[src/rtl/xbus_arbiter_pkg.sv]
// Shared definitions for the xbus arbiter: FSM states, master ids, latency counter width.
package xbus_arbiter_pkg;

    typedef enum logic [1:0] {
        ST_IDLE   = 2'd0,
        ST_ACCESS = 2'd1,
        ST_WAIT   = 2'd2,
        ST_RESP   = 2'd3
    } state_t;

    localparam logic M0 = 1'b0;
    localparam logic M1 = 1'b1;

    // Read-latency counter width; covers RD_LAT up to 7.
    localparam int LAT_CNT_W = 3;

endpackage

[src/rtl/xbus_arbiter_pick2.sv]
// Combinational two-way round-robin picker: a lone request wins, a tie goes to
// whichever master did not win last time.
module xrr_pick2
    import xbus_arbiter_pkg::*;
(
    input  logic [1:0] i_req,
    input  logic       i_last,
    output logic       o_grant,
    output logic       o_valid
);

    // Pick the winner from the current requests and the previous owner.
    always_comb begin
        o_valid = |i_req;
        o_grant = M0;
        if (&i_req) begin
            o_grant = ~i_last;
        end else if (i_req[1]) begin
            o_grant = M1;
        end
    end

endmodule

[src/rtl/xbus_arbiter.sv]
// Two-master bus arbiter/sequencer: round-robin grant, one registered access per
// grant, select held through the slave read latency, response with data and trap flag.
module xbus_arbiter
    import xbus_arbiter_pkg::*;
#(
    parameter int ADDR_W = 13,
    parameter int DATA_W = 32,
    parameter int RD_LAT = 1
) (
    input  logic              clk,
    input  logic              rst,
    input  logic              m0_req,
    input  logic              m0_we,
    input  logic [ADDR_W-1:0] m0_addr,
    input  logic [DATA_W-1:0] m0_wdata,
    output logic              m0_ack,
    output logic [DATA_W-1:0] m0_rdata,
    output logic              m0_err,
    input  logic              m1_req,
    input  logic              m1_we,
    input  logic [ADDR_W-1:0] m1_addr,
    input  logic [DATA_W-1:0] m1_wdata,
    output logic              m1_ack,
    output logic [DATA_W-1:0] m1_rdata,
    output logic              m1_err,
    output logic              s_sel,
    output logic              s_we,
    output logic [ADDR_W-1:0] s_addr,
    output logic [DATA_W-1:0] s_wdata,
    input  logic [DATA_W-1:0] s_rdata,
    input  logic              s_trap,
    output logic              grant
);

    // Counter preload for the WAIT phase; unused when there is no read latency.
    localparam logic [LAT_CNT_W-1:0] LAT_LOAD =
        (RD_LAT > 0) ? LAT_CNT_W'(RD_LAT - 1) : '0;

    state_t               r_state;
    state_t               w_next;
    logic                 r_grant;
    logic                 r_last;
    logic                 r_trap;
    logic [LAT_CNT_W-1:0] r_cnt;
    logic                 r_we;
    logic [ADDR_W-1:0]    r_addr;
    logic [DATA_W-1:0]    r_wdata;
    logic [DATA_W-1:0]    r_rdata0;
    logic [DATA_W-1:0]    r_rdata1;
    logic                 r_err0;
    logic                 r_err1;
    logic                 w_pick_grant;
    logic                 w_pick_valid;
    logic                 w_last_sel;
    logic                 w_trap_now;

    xrr_pick2 u_pick (
        .i_req   ({m1_req, m0_req}),
        .i_last  (r_last),
        .o_grant (w_pick_grant),
        .o_valid (w_pick_valid)
    );

    // Next state plus bus/ack outputs decoded from the current state.
    always_comb begin
        w_next     = r_state;
        w_last_sel = 1'b0;
        w_trap_now = r_trap;
        s_sel      = 1'b0;
        s_we       = 1'b0;
        s_addr     = '0;
        s_wdata    = '0;
        m0_ack     = 1'b0;
        m1_ack     = 1'b0;
        case (r_state)
            ST_IDLE: begin
                if (w_pick_valid) w_next = ST_ACCESS;
            end
            ST_ACCESS: begin
                s_sel   = 1'b1;
                s_we    = r_we;
                s_addr  = r_addr;
                s_wdata = r_wdata;
                if (RD_LAT == 0) begin
                    // No latency: this is the last selected cycle, trap is live now.
                    w_next     = ST_RESP;
                    w_last_sel = 1'b1;
                    w_trap_now = s_trap;
                end else begin
                    w_next = ST_WAIT;
                end
            end
            ST_WAIT: begin
                s_sel   = 1'b1;
                s_addr  = r_addr;
                s_wdata = r_wdata;
                if (r_cnt == '0) begin
                    w_next     = ST_RESP;
                    w_last_sel = 1'b1;
                end
            end
            ST_RESP: begin
                m0_ack = (r_grant == M0);
                m1_ack = (r_grant == M1);
                w_next = ST_IDLE;
            end
            default: w_next = ST_IDLE;
        endcase
    end

    // Control state: FSM, grant history, latency counter, trap flag and master responses.
    always_ff @(posedge clk) begin
        if (rst) begin
            r_state  <= ST_IDLE;
            r_grant  <= M0;
            r_last   <= M1;
            r_trap   <= 1'b0;
            r_cnt    <= '0;
            r_rdata0 <= '0;
            r_rdata1 <= '0;
            r_err0   <= 1'b0;
            r_err1   <= 1'b0;
        end else begin
            r_state <= w_next;
            if (r_state == ST_IDLE && w_pick_valid) r_grant <= w_pick_grant;
            if (r_state == ST_ACCESS) begin
                r_trap <= s_trap;
                r_cnt  <= LAT_LOAD;
            end
            if (r_state == ST_WAIT) r_cnt <= r_cnt - 1'b1;
            if (w_last_sel) begin
                if (r_grant == M0) begin
                    r_err0 <= w_trap_now;
                    if (!r_we) r_rdata0 <= s_rdata;
                end else begin
                    r_err1 <= w_trap_now;
                    if (!r_we) r_rdata1 <= s_rdata;
                end
            end
            if (r_state == ST_RESP) r_last <= r_grant;
        end
    end

    // Access payload of the winning master, held for the whole transaction.
    always_ff @(posedge clk) begin
        if (r_state == ST_IDLE && w_pick_valid) begin
            r_we    <= (w_pick_grant == M1) ? m1_we    : m0_we;
            r_addr  <= (w_pick_grant == M1) ? m1_addr  : m0_addr;
            r_wdata <= (w_pick_grant == M1) ? m1_wdata : m0_wdata;
        end
    end

    assign grant    = r_grant;
    assign m0_rdata = r_rdata0;
    assign m1_rdata = r_rdata1;
    assign m0_err   = r_err0;
    assign m1_err   = r_err1;

endmodule

[config.mk]
export PLATFORM = sky130hd
export DESIGN_NAME = xbus_arbiter
export DESIGN_NICKNAME = d
export VERILOG_FILES = /design/src/rtl/xbus_arbiter_pkg.sv /design/src/rtl/xbus_arbiter_pick2.sv /design/src/rtl/xbus_arbiter.sv
export SDC_FILE = /design/constraint.sdc
export NUM_CORES = 1
export LEC_CHECK = 0
export ABC_CLOCK_PERIOD_IN_PS = 2200
export CAP_MARGIN = 5
export CORE_ASPECT_RATIO = 1.75
export CORE_UTILIZATION = 32
export CTS_BUF_LIST = sky130_fd_sc_hd__clkbuf_2
export CTS_CLUSTER_SIZE = 16
export DETAILED_ROUTE_END_ITERATION = 16
export PLACE_DENSITY_LB_ADDON = 0.08
export SYNTH_ARGS = -nofsm -noshare
export SYNTH_HDL_FRONTEND = slang
export SYNTH_SLANG_ARGS = --single-unit
[constraint.sdc]
create_clock -name clk -period 2.2 [get_ports clk]
set_clock_uncertainty 0.05 [all_clocks]
set_input_delay 0.22 -clock clk [delete_from_list [all_inputs] [get_ports clk]]
set_output_delay 0.22 -clock clk [all_outputs]
set_load 0.01 [all_outputs]
# Word-level counts from Yosys, hierarchy flattened
# Cells that the tools add are included.
# word_totals
out_inout_bits,116
register_bits,120
elab_cells,51
inputBits,129
# op_classes
n_reduce_logical,12
eq_ne,5
n_addsub,1
bitwise,3
mux,18
# ops
operator,n
$mux 32,2
$mux 13,2
$mux 1,9
$pmux 2 s4,1
$reduce_and 2->1,4
$mux 3,2
$reduce_and 3->1,2
$eq 2x2->1 const B,2
$mux 2,2
$ne 2x2->1 const B,2
$reduce_or 2->1,2
$logic_not 3->1,1
$not 1->1,3
$sub 3x1->3 const B,1
$eq 2x1->1 const B,1
$logic_not 2->1,1
$reduce_bool 2->1,1
$logic_and 1x1->1,1

# Depth between registers and ports, before layout
# Gate-level depths: netlist of run 1.
# logic_depth
word_depth,4
mapped_depth,8
depth_no_buf,6

# Modules after synthesis
# From an unflattened synthesis of run 1, not the netlist that was laid out.
# hier_totals
hier_cells,489
area_unflattened_um2,5286.3
# modules_own_cells
module,cells_each,instances,area_per_inst_um2,seq_area_each_um2
xbus_arbiter,487,1,5272.6,2862.7
xrr_pick2,2,1,13.8,0.0

# Worst setup path before layout of run 1
# No wires, ideal clock.
# synth_timing
path_type,flip-flop to flip-flop
start,register r_state[0]
end,"register r_addr[0], enable pin"
period_less_slack_ns,2.057
setup_slack_ns,0.143
path_buffers,0
arrival_ns,1.607
t_required_ns,1.750
setup_time_ns,0.400
path_stages_with_launch,5
path_cell_list,dfxtp_1 > inv_1 > ha_1 > o21ai_0 > inv_1
# synth_between
elab_chain_cells,2
# synth_lines
element,line,rtl
from (decl),xbus_arbiter.sv:39,state_t r_state;
from (signal assigned),xbus_arbiter.sv:124,r_state <= w_next;
$logic_not 2->1,xbus_arbiter.sv:146,if (r_state == ST_IDLE && w_pick_valid) begin
$logic_and 1x1->1,xbus_arbiter.sv:146,
to (signal assigned),xbus_arbiter.sv:148,r_addr <= (w_pick_grant == M1) ? m1_addr : m0_addr;
to (decl),xbus_arbiter.sv:46,logic [ADDR_W-1:0] r_addr;
# Every way passes these cells.
# A chain may end at the register's enable or synchronous reset.

# Worst setup path after layout of run 1
# layout_timing
start,register r_state[1]
end,output port s_wdata[14]
# layout_between
elab_chain_cells,3
elab_cells_between_ends,4
classes_between,eq/ne: 2; mux: 1; reduce/logical: 1
# layout_lines
element,line,rtl
$eq 2x1->1 or $eq 2x2->1 (tied branches),xbus_arbiter.sv:75,case (r_state)
$reduce_or 2->1 (no source line) (*),--,
$mux 32 (*),xbus_arbiter.sv:75,
to (decl),xbus_arbiter.sv:29,"output logic [DATA_W-1:0] s_wdata,"
# Mark *: on every way between the ends. The rest lies on a longest branch, timed or not.

==> flow_metrics.tcl, run 1 <==
set metrics [dict create \
    outcome "finished clean" \
    path_max_fanout 13 \
    path_buf_inv 3 \
    power_density_nw_per_um2 964 \
    coreArea_sq_um 15500 \
    antenna_left 0 \
    yosys_warnings 0 \
    power_leakage_nw 2.93 \
    fin_ws_ns 0.141 \
    slowest_delay_ns 0.37 \
    report.final.slew_viol_count 0 \
    h-tree-depth 4 \
    ys_ff_latch 120 \
    synth-seq-area-share_pct 56.4 \
    ios 245 \
    grt_pass1_vias 4599 \
    vias 4383 \
    final_cell_mix "clkdlybuf4s50_1, nand2_1, dfxtp_1" \
    clockBufferDepth 2 \
    die_w_um 97.2 \
    setup_viol 0 \
    synth_compound_area_share_pct 8.14 \
    layout.nets 877 \
    cp-end-kind "output port" \
    async_reset_ff_share_pct 0 \
    grt_overflow_total 0 \
    drive_above_1_share_pct 20.9 \
    synth_flop_cell "dfxtp_1" \
    num_rows 60 \
    start_kind "flop" \
    syn-cell-area_sq_um 5070 \
    dieArea_sq_um 16400 \
    hold_class "input port to flop" \
    drt-total-wl_mm 14.6 \
    io_buffers 244 \
    numCtsBuffers 17 \
    dr.pass1.iters 5 \
    postSynthAreaPerCell_sq_um 10.4 \
    synth_top_area_share_pct 29.2 \
    tritoncts "yes" \
    pre_cts_ws_ns 0.187 \
    yosys.area.top_type "dfxtp_1" \
    synth_area_leaders "dfxtp_1, edfxtp_1, mux2_2, nand2_1, and2_1" \
    synth_top_family_by_area "simple AND/OR/NAND/NOR gates" \
    areaGrowthSynthToFinish_pct 55.9 \
    fin_util_pct 51.2 \
    cp_top_family "flip-flops" \
    hold_viol_final 0 \
    grt_pass1_wl_mm 22.8 \
    maxCapViolations 0 \
    cp.arrival_ns 1.79 \
    grt_max_degree 47 \
    antenna_found_initial 2 \
    synth-edff-count 46 \
    vias_per_cell 4.65 \
    yosys-mux-area-fraction_pct 11.0 \
    synth.distinct_cells 29 \
    drcViolationCount 0 \
    fin_crit_ns 2.06 \
    max_slew.worst_pin.slew_ns 0.613 \
    max_freq_ghz 0.486 \
    synthXorXnorAreaFrac_pct 0 \
    clock_latency_ns 0.63 \
    wl_per_cell_um 15.5 \
    cts_sinks 120 \
    slowest_stage "dfxtp_2" \
    yosys.area_share.simple_pct 17.6 \
    die_h_um 169 \
    synth_fa_ha_area_share_pct 1.48 \
    mostFrequentLayoutCell "clkdlybuf4s50_1" \
    path_clk_slew_ns 0.19 \
    fillers 1431 \
    initial_core_util_pct 32.8 \
    grt_setup_unrepaired "yes" \
    syn_nets 621 \
    crit_type "flop to output port" \
    drt-initial-drc-count 107 \
    grtUsageTotal_pct 17.7 \
    fin_crit_sh_pct 93.6 \
    cts_root_buffer "clkbuf_2" \
    path_cells "inv_2, ha_4, buf_12, and2_1, clkbuf_2" \
    synthCells 486 \
    place_hpwl_mm 10.2 \
    relSlewSlack_pct 59.1 \
    cp.required_ns 1.93 \
    irDropWorstVdd_mv 0.536 \
    gp_congestion 0.777 \
]
==> flip-flops by register name, indices dropped and copies added (netlist names) <==
| name | cells |
|---|---|
| r_trap | 1 |
| m0_rdata | 32 |
| r_wdata | 32 |
| r_we | 1 |
| r_cnt | 3 |
| r_addr | 13 |
| m0_err | 1 |
| m1_err | 1 |
| r_last | 1 |
| grant | 1 |
| r_state | 2 |
| m1_rdata | 32 |
==> what timing repair did <==
action                                  CTS  global route
pin swaps                                 1             1
hold buffers                             11             2
cloned                                    2             0
buffers inserted                          2             2
hold endpoints to repair                 38             2
gates resized for setup                 190            11
endpoints found under the setup margin   49            36
==> metal layers <==
metal / vias up / track usage, % / part of all wire [%]
li1: 2134 / - / -
met1: 2043 / 17.7 / 37
met2: 183 / 33.5 / 54
met3: 23 / 5.41 / 6.8
met4: 0 / 7.46 / 2.1
met5: - / 0 / 0
==> synth_stat cells (2+ instances only) <==
cell type	instances
a21oi_1	59
a21oi_2	7
and2_1	49
buf_2	5
buf_4	3
buf_6	13
clkbuf_1	13
dfxtp_1	74
edfxtp_1	46
ha_1	6
inv_1	8
mux2_2	46
mux2i_1	4
nand2_1	131
nand3_1	2
nor2_1	6
o22ai_1	2
==> final timing paths <==
check	from	endpoint	slack, ns	depth (start not counted)
worst min-delay path	s_rdata[28]	m1_rdata[28]	0.09	3
worst min register to register	m0_rdata[22]	m0_rdata[22]	0.42	2
worst max register to register	r_cnt[0]	m0_rdata[26]	0.42	7
worst max-delay path	r_state[1]	s_wdata[14]	0.14	5
==> report_power, final <==
group          total, mW  switching [mW]  internal [mW]
logic               3.16            1.57           1.58
registers           2.97           0.144           2.82
clock network       1.51           0.955          0.550
total               7.63            2.67           4.95
==> worst reg2reg max path: stages, from the launching register on <==
cell	delay, ns
dfxtp_1	0.36
inv_1	0.07
ha_1	0.15
ha_1	0.26
and4bb_1	0.22
buf_4	0.35
nand2_1	0.12
a21oi_1	0.14
==> logic make-up (layout without fill, tap and decap cells) <==
| group | count (synthesis) | in the layout |
|---|---|---|
| AOI/OAI and AO/OA | 73 | 73 |
| adders and majority gates | 6 | 6 |
| buffers and inverters | 42 | 311 |
| DFF | 120 | 120 |
| muxes | 50 | 50 |
| other | 0 | 2 |
| and+or+nand+nor | 195 | 195 |
==> stage by stage <==
step           hold slack, ns  setup TNS, ns  std cells  total power, mW  cell area (sq um)
4_1_cts            0.00000833         -0.270        939             7.75               7890
3_3_place_gp            0.391              0        892             6.26               7650
5_1_grt                0.0119              0        943             8.09               7910
2_1_floorplan           0.306              0        486             4.49               5070
3_5_place_dp            0.398              0        892             6.30               7650
6_report               0.0884              0        943             7.63               7910
==> layout make-up <==
class,count,area [sq um],share of cell area (%)
flip-flops and latches,120,2870,36.2
repair buffers,271,2550,32.3
multi-input cells,324,1970,24.9
well taps,186,233,2.94
clock inverters,15,169,2.14
clock buffers,17,85.1,1.08
inverters,8,30.0,0.380
diodes,2,5.00,0.0633
(Power assumes the default switching activity.)
==> run 2, diff against run 1 <==
--- a/config.mk
+++ b/config.mk
@@ -7,7 +7,6 @@
 export LEC_CHECK = 0
 export ABC_CLOCK_PERIOD_IN_PS = 2200
 export CAP_MARGIN = 5
-export CORE_ASPECT_RATIO = 1.75
 export CORE_UTILIZATION = 32
 export CTS_BUF_LIST = sky130_fd_sc_hd__clkbuf_2
 export CTS_CLUSTER_SIZE = 16
==> flow_metrics.tcl, run 2 (synthesis gave the netlist of run 1 again) <==
set metrics [dict create \
    outcome "finished clean" \
    die_h_um 128 \
    intPower_mw 5.97 \
    relSlewSlack_pct 71.7 \
    final_cell_mix "clkdlybuf4s50_1, nand2_1, dfxtp_1" \
    hold_viol_final 0 \
    p_switching_mw 2.88 \
    vias 4388 \
    clockBufferDepth 2 \
    rr_endpoint "m0_rdata[3]" \
    slowest_stage "dfxtp_2" \
    cp.arrival_ns 1.89 \
    power_density_nw_per_um2 1050 \
    grt_pass1_wl_mm 22.4 \
    p_seq_share_pct 33.8 \
    coreArea_sq_um 15300 \
    dieArea_sq_um 16400 \
    hold_class "input port to flop" \
    cp-end-kind "output port" \
    cp.required_ns 1.93 \
    clock_latency_ns 0.64 \
    pwr-share-clk_pct 17.0 \
    max_slew.worst_pin.slew_ns 0.425 \
    grt_overflow_total 0 \
    die_w_um 128 \
    irDropWorstVdd_mv 0.609 \
    place_hpwl_mm 9.69 \
    timing.rr.start "r_state[1]" \
    mostFrequentLayoutCell "clkdlybuf4s50_1" \
    num_rows 45 \
    p_comb_share_pct 49.2 \
    dr.pass1.iters 4 \
    fillers 1402 \
    path_max_fanout 7 \
    power_leakage_nw 3.14 \
    swShare_pct 32.5 \
    gp_congestion 0.750 \
    crit_start "r_state[0]" \
    grt_pass1_vias 4449 \
    endpoint "s_wdata[8]" \
    grt_setup_unrepaired "yes" \
    wl_per_cell_um 15.1 \
    path_cells "inv_2, ha_4, buf_12, clkbuf_16, and2_4, buf_6" \
    tritoncts "yes" \
    io_buffers 244 \
    ff2ff_path_depth 7 \
    drt-total-wl_mm 15.0 \
    areaGrowthSynthToFinish_pct 66.0 \
    ios 245 \
    layout.nets 902 \
    drt-initial-drc-count 185 \
    place_area_sq_um 7660 \
    maxCapViolations 0 \
    cts_root_buffer "clkbuf_2" \
    drive_above_1_share_pct 25.3 \
    numCtsBuffers 17 \
    crit_type "flop to output port" \
    initial_core_util_pct 33.1 \
    start_kind "flop" \
    slowest_delay_ns 0.37 \
    setup_viol 0 \
    multi_input_area_sq_um 2030 \
    power_mw 8.85 \
    path_clk_slew_ns 0.18 \
    report.final.slew_viol_count 0 \
    drcViolationCount 0 \
    grt_max_degree 47 \
    max_freq_ghz 0.463 \
    stdcell_area_sq_um 8430 \
    fin_util_pct 55.0 \
    fin_crit_sh_pct 98.2 \
    fin_crit_ns 2.16 \
    cts_sinks 120 \
    antenna_left 0 \
    antenna_found_initial 1 \
    seq_area_sq_um 2870 \
    reg2reg_slack_ns 0.35 \
    grtUsageTotal_pct 18.1 \
    vias_per_cell 4.42 \
    h-tree-depth 4 \
]
-- run 2: critical path: cells and delay by family (launching register included) --
kind	cells	cell delay (ns)
flip-flops	1	0.37
buffers and inverters	4	0.42
adder cells (fa/ha/maj)	1	0.30
AND/OR/NAND/NOR	1	0.14
-- run 2: area by class of cell --
class	count	share of cell area (%)
Clock buffer	19	1.13
Timing Repair Buffer	296	35.4
Multi-Input combinational cell	324	24.1
Clock inverter	13	1.81
Tap cell	211	3.13
Inverter	8	0.356
Antenna cell	1	0.0297
Sequential cell	120	34.0
-- run 2: timing repair --
item | CTS | global route
resized for setup | 192 | 68
buffers inserted | 3 | 7
pin swaps | 1 | 1
setup endpoints to repair | 49 | 49
endpoints found under the hold margin | 54 | 1
hold buffers | 25 | 1
gates cloned | 1 | 4
-- run 2: power groups by stage --
| stage | combinational (mW) | sequential, mW | clock, mW |
|---|---|---|---|
| floorplan | 1.47 | 3.01 | 0 |
| global placement | 3.20 | 3.04 | 0 |
| detailed placement | 3.25 | 3.01 | 0 |
| CTS | 3.13 | 2.98 | 1.55 |
| global route | 4.65 | 3.04 | 1.66 |
| finish | 4.35 | 3.00 | 1.51 |
-- run 2: metal layers --
layer	global-route usage (%)	share of wire [%]	wire length, um
met4	6.57	1.3	195
met3	7.14	7.6	1140
met2	30.9	49	7290
met1	20.5	42	6360
met5	0	0	0
-- run 2: worst min-delay path by stage --
stage,slack (ns),start,depth (start not counted),endpoint
floorplan,0.31,s_rdata[0],2,m0_rdata[0]
global placement,0.39,m0_rdata[0],2,m0_rdata[0]
detailed placement,0.40,m1_rdata[16],2,m1_rdata[16]
CTS,0.001,s_rdata[1],3,m1_rdata[1]
global route,0.005,s_rdata[29],3,m0_rdata[29]
finish,0.1,s_rdata[29],3,m0_rdata[29]
-- run 2: through the flow --
step	setup slack, ns	std cells	TNS [ns]	hold WS, ns
after global routing	-0.111	992	-3.00	0.00509
after detailed placement	0.237	918	0	0.398
after floorplan	0.143	486	0	0.306
final	0.0404	992	0	0.0966
after global placement	0.278	918	0	0.391
after CTS	-0.0943	979	-0.180	0.00100
==> run 3, diff against run 2 <==
--- a/config.mk
+++ b/config.mk
@@ -11,7 +11,8 @@
 export CTS_BUF_LIST = sky130_fd_sc_hd__clkbuf_2
 export CTS_CLUSTER_SIZE = 16
 export DETAILED_ROUTE_END_ITERATION = 16
-export PLACE_DENSITY_LB_ADDON = 0.08
+export GPL_TIMING_DRIVEN = 0
+export PLACE_DENSITY = 0.78
 export SYNTH_ARGS = -nofsm -noshare
 export SYNTH_HDL_FRONTEND = slang
 export SYNTH_SLANG_ARGS = --single-unit
==> flow_metrics.tcl, run 3 (synthesis gave the netlist of run 1 again) <==
set metrics [dict create \
    outcome "complete, but fails checks" \
    violations "setup timing" \
    gp_congestion 0.768 \
    die_h_um 128 \
    initial_core_util_pct 33.1 \
    layout.nets 924 \
    setup_viol 2 \
    grt_setup_unrepaired "yes" \
    dr.pass1.iters 4 \
    path_cells "inv_2, ha_4, buf_6, buf_8, buf_6, and2_4, buf_6" \
    fillers 1354 \
    drt-initial-drc-count 156 \
    hold_viol_final 0 \
    cp.required_ns 1.93 \
    vias_per_cell 4.49 \
    dpl.cell_count 941 \
    path_clk_slew_ns 0.20 \
    slowest_delay_ns 0.38 \
    maxCapViolations 0 \
    fin_ws_ns -0.0178 \
    die_w_um 128 \
    max_slew.worst_pin.slew_ns 0.565 \
    fin_hold_ws_ns 0.0974 \
    power_leakage_nw 3.21 \
    grt_max_degree 26 \
    antenna_found_initial 0 \
    start_kind "flop" \
    final_cell_mix "clkdlybuf4s50_1, nand2_1, dfxtp_1" \
    path_max_fanout 5 \
    areaGrowthSynthToFinish_pct 69.3 \
    slowest_stage "dfxtp_2" \
    drt-total-wl_mm 15.4 \
    antenna_left 0 \
    stdcell_count 1013 \
    grt_pass1_wl_mm 23.5 \
    report.final.slew_viol_count 0 \
    drive_above_1_share_pct 26.1 \
    drcViolationCount 0 \
    num_rows 45 \
    grt_pass1_vias 4566 \
    cts_root_buffer "clkbuf_2" \
    relSlewSlack_pct 62.4 \
    ios 245 \
    grt_overflow_total 0 \
    cp-end-kind "output port" \
    coreArea_sq_um 15300 \
    tritoncts "yes" \
    io_buffers 243 \
    clock_latency_ns 0.67 \
    irDropWorstVdd_mv 0.461 \
    mostFrequentLayoutCell "clkdlybuf4s50_1" \
    dieArea_sq_um 16400 \
    cts_sinks 120 \
    crit_type "flop to output port" \
    vias 4549 \
    numCtsBuffers 17 \
    power_density_nw_per_um2 1050 \
    hold_class "input port to flop" \
    crit_top_cell "buf_6" \
    cp.arrival_ns 1.95 \
    max_freq_ghz 0.451 \
    h-tree-depth 4 \
    antenna_cells 0 \
    clockBufferDepth 2 \
    wl_per_cell_um 15.2 \
    place_hpwl_mm 10.7 \
    grtUsageTotal_pct 19.1 \
    fin_crit_sh_pct 101 \
    pre_cts_ws_ns -0.271 \
    fin_crit_ns 2.22 \
]
-- run 3: cell types whose count changed in the layout (fill, tap and decap cells not counted), sizes merged --
| cell | previous run | this run |
|---|---|---|
| inv | 11 | 10 |
| bufinv | 3 | 5 |
| dlygate4sd2 | 1 | 0 |
| diode | 1 | 0 |
| clkdlybuf4s15 | 0 | 1 |
| clkinv | 6 | 5 |
| dlygate4sd3 | 26 | 27 |
| buf | 69 | 82 |
| clkbuf | 25 | 32 |
| clkinvlp | 1 | 2 |
-- run 3: per-layer routing --
metal	track usage (%)	routed length [um]
met5	0	0
met4	5.61	110
met3	7.89	1480
met2	33.5	7790
met1	20.9	6020
-- run 3: worst paths after layout --
check | from | endpoint | slack, ns | cells after the start
setup / recovery | r_state[0] | s_wdata[1] | -0.02 | 7
hold / removal | s_rdata[25] | m0_rdata[25] | 0.1 | 3
setup reg to reg | r_cnt[0] | m1_rdata[4] | 0.42 | 7
hold reg to reg | m1_rdata[26] | m1_rdata[26] | 0.42 | 2
-- run 3: what timing repair did --
action | in CTS | in global routing
endpoints found under the setup margin | 49 | 50
gates resized for setup | 266 | 27
hold buffers | 22 | 5
hold endpoints to repair | 36 | 8
pin swaps | 1 | 1
cloned | 3 | 0
buffers inserted | 8 | 2
-- run 3: critical path: cells and delay by family (launching register included) --
kind,cells,cell delay [ns]
buf+inv,5,0.51
flops,1,0.38
fa+ha+maj,1,0.26
simple gates,1,0.12
-- run 3: metrics by stage --
| stage | setup TNS, ns | util, % | area (sq um) | total power, mW |
|---|---|---|---|---|
| after floorplan | 0 | - | 5070 | 4.49 |
| after global routing | -5.37 | 56.1 | 8590 | 9.51 |
| after global placement | -27.10 | 50.7 | 7770 | 6.31 |
| after CTS | -3.39 | 55.3 | 8470 | 8.87 |
| after detailed placement | -6.17 | 50.9 | 7790 | 6.36 |
| final | -0.0249 | 56.1 | 8590 | 9.02 |
-- run 3: power breakdown --
part           switching (mW)  internal, mW
sequential              0.146          2.82
combinational            1.84          2.48
clock                   0.881         0.856
total                    2.87          6.16
-- run 3: cell type report --
cell class	count	area (sq um)	share of cell area [%]
Buffer	34	307	3.57
Clock buffer	18	90.1	1.05
Clock inverter	14	205	2.39
Inverter	8	30.0	0.349
Multi-Input combinational cell	324	2020	23.6
Sequential cell	120	2870	33.4
Tap cell	211	264	3.07
Timing Repair Buffer	284	2810	32.7
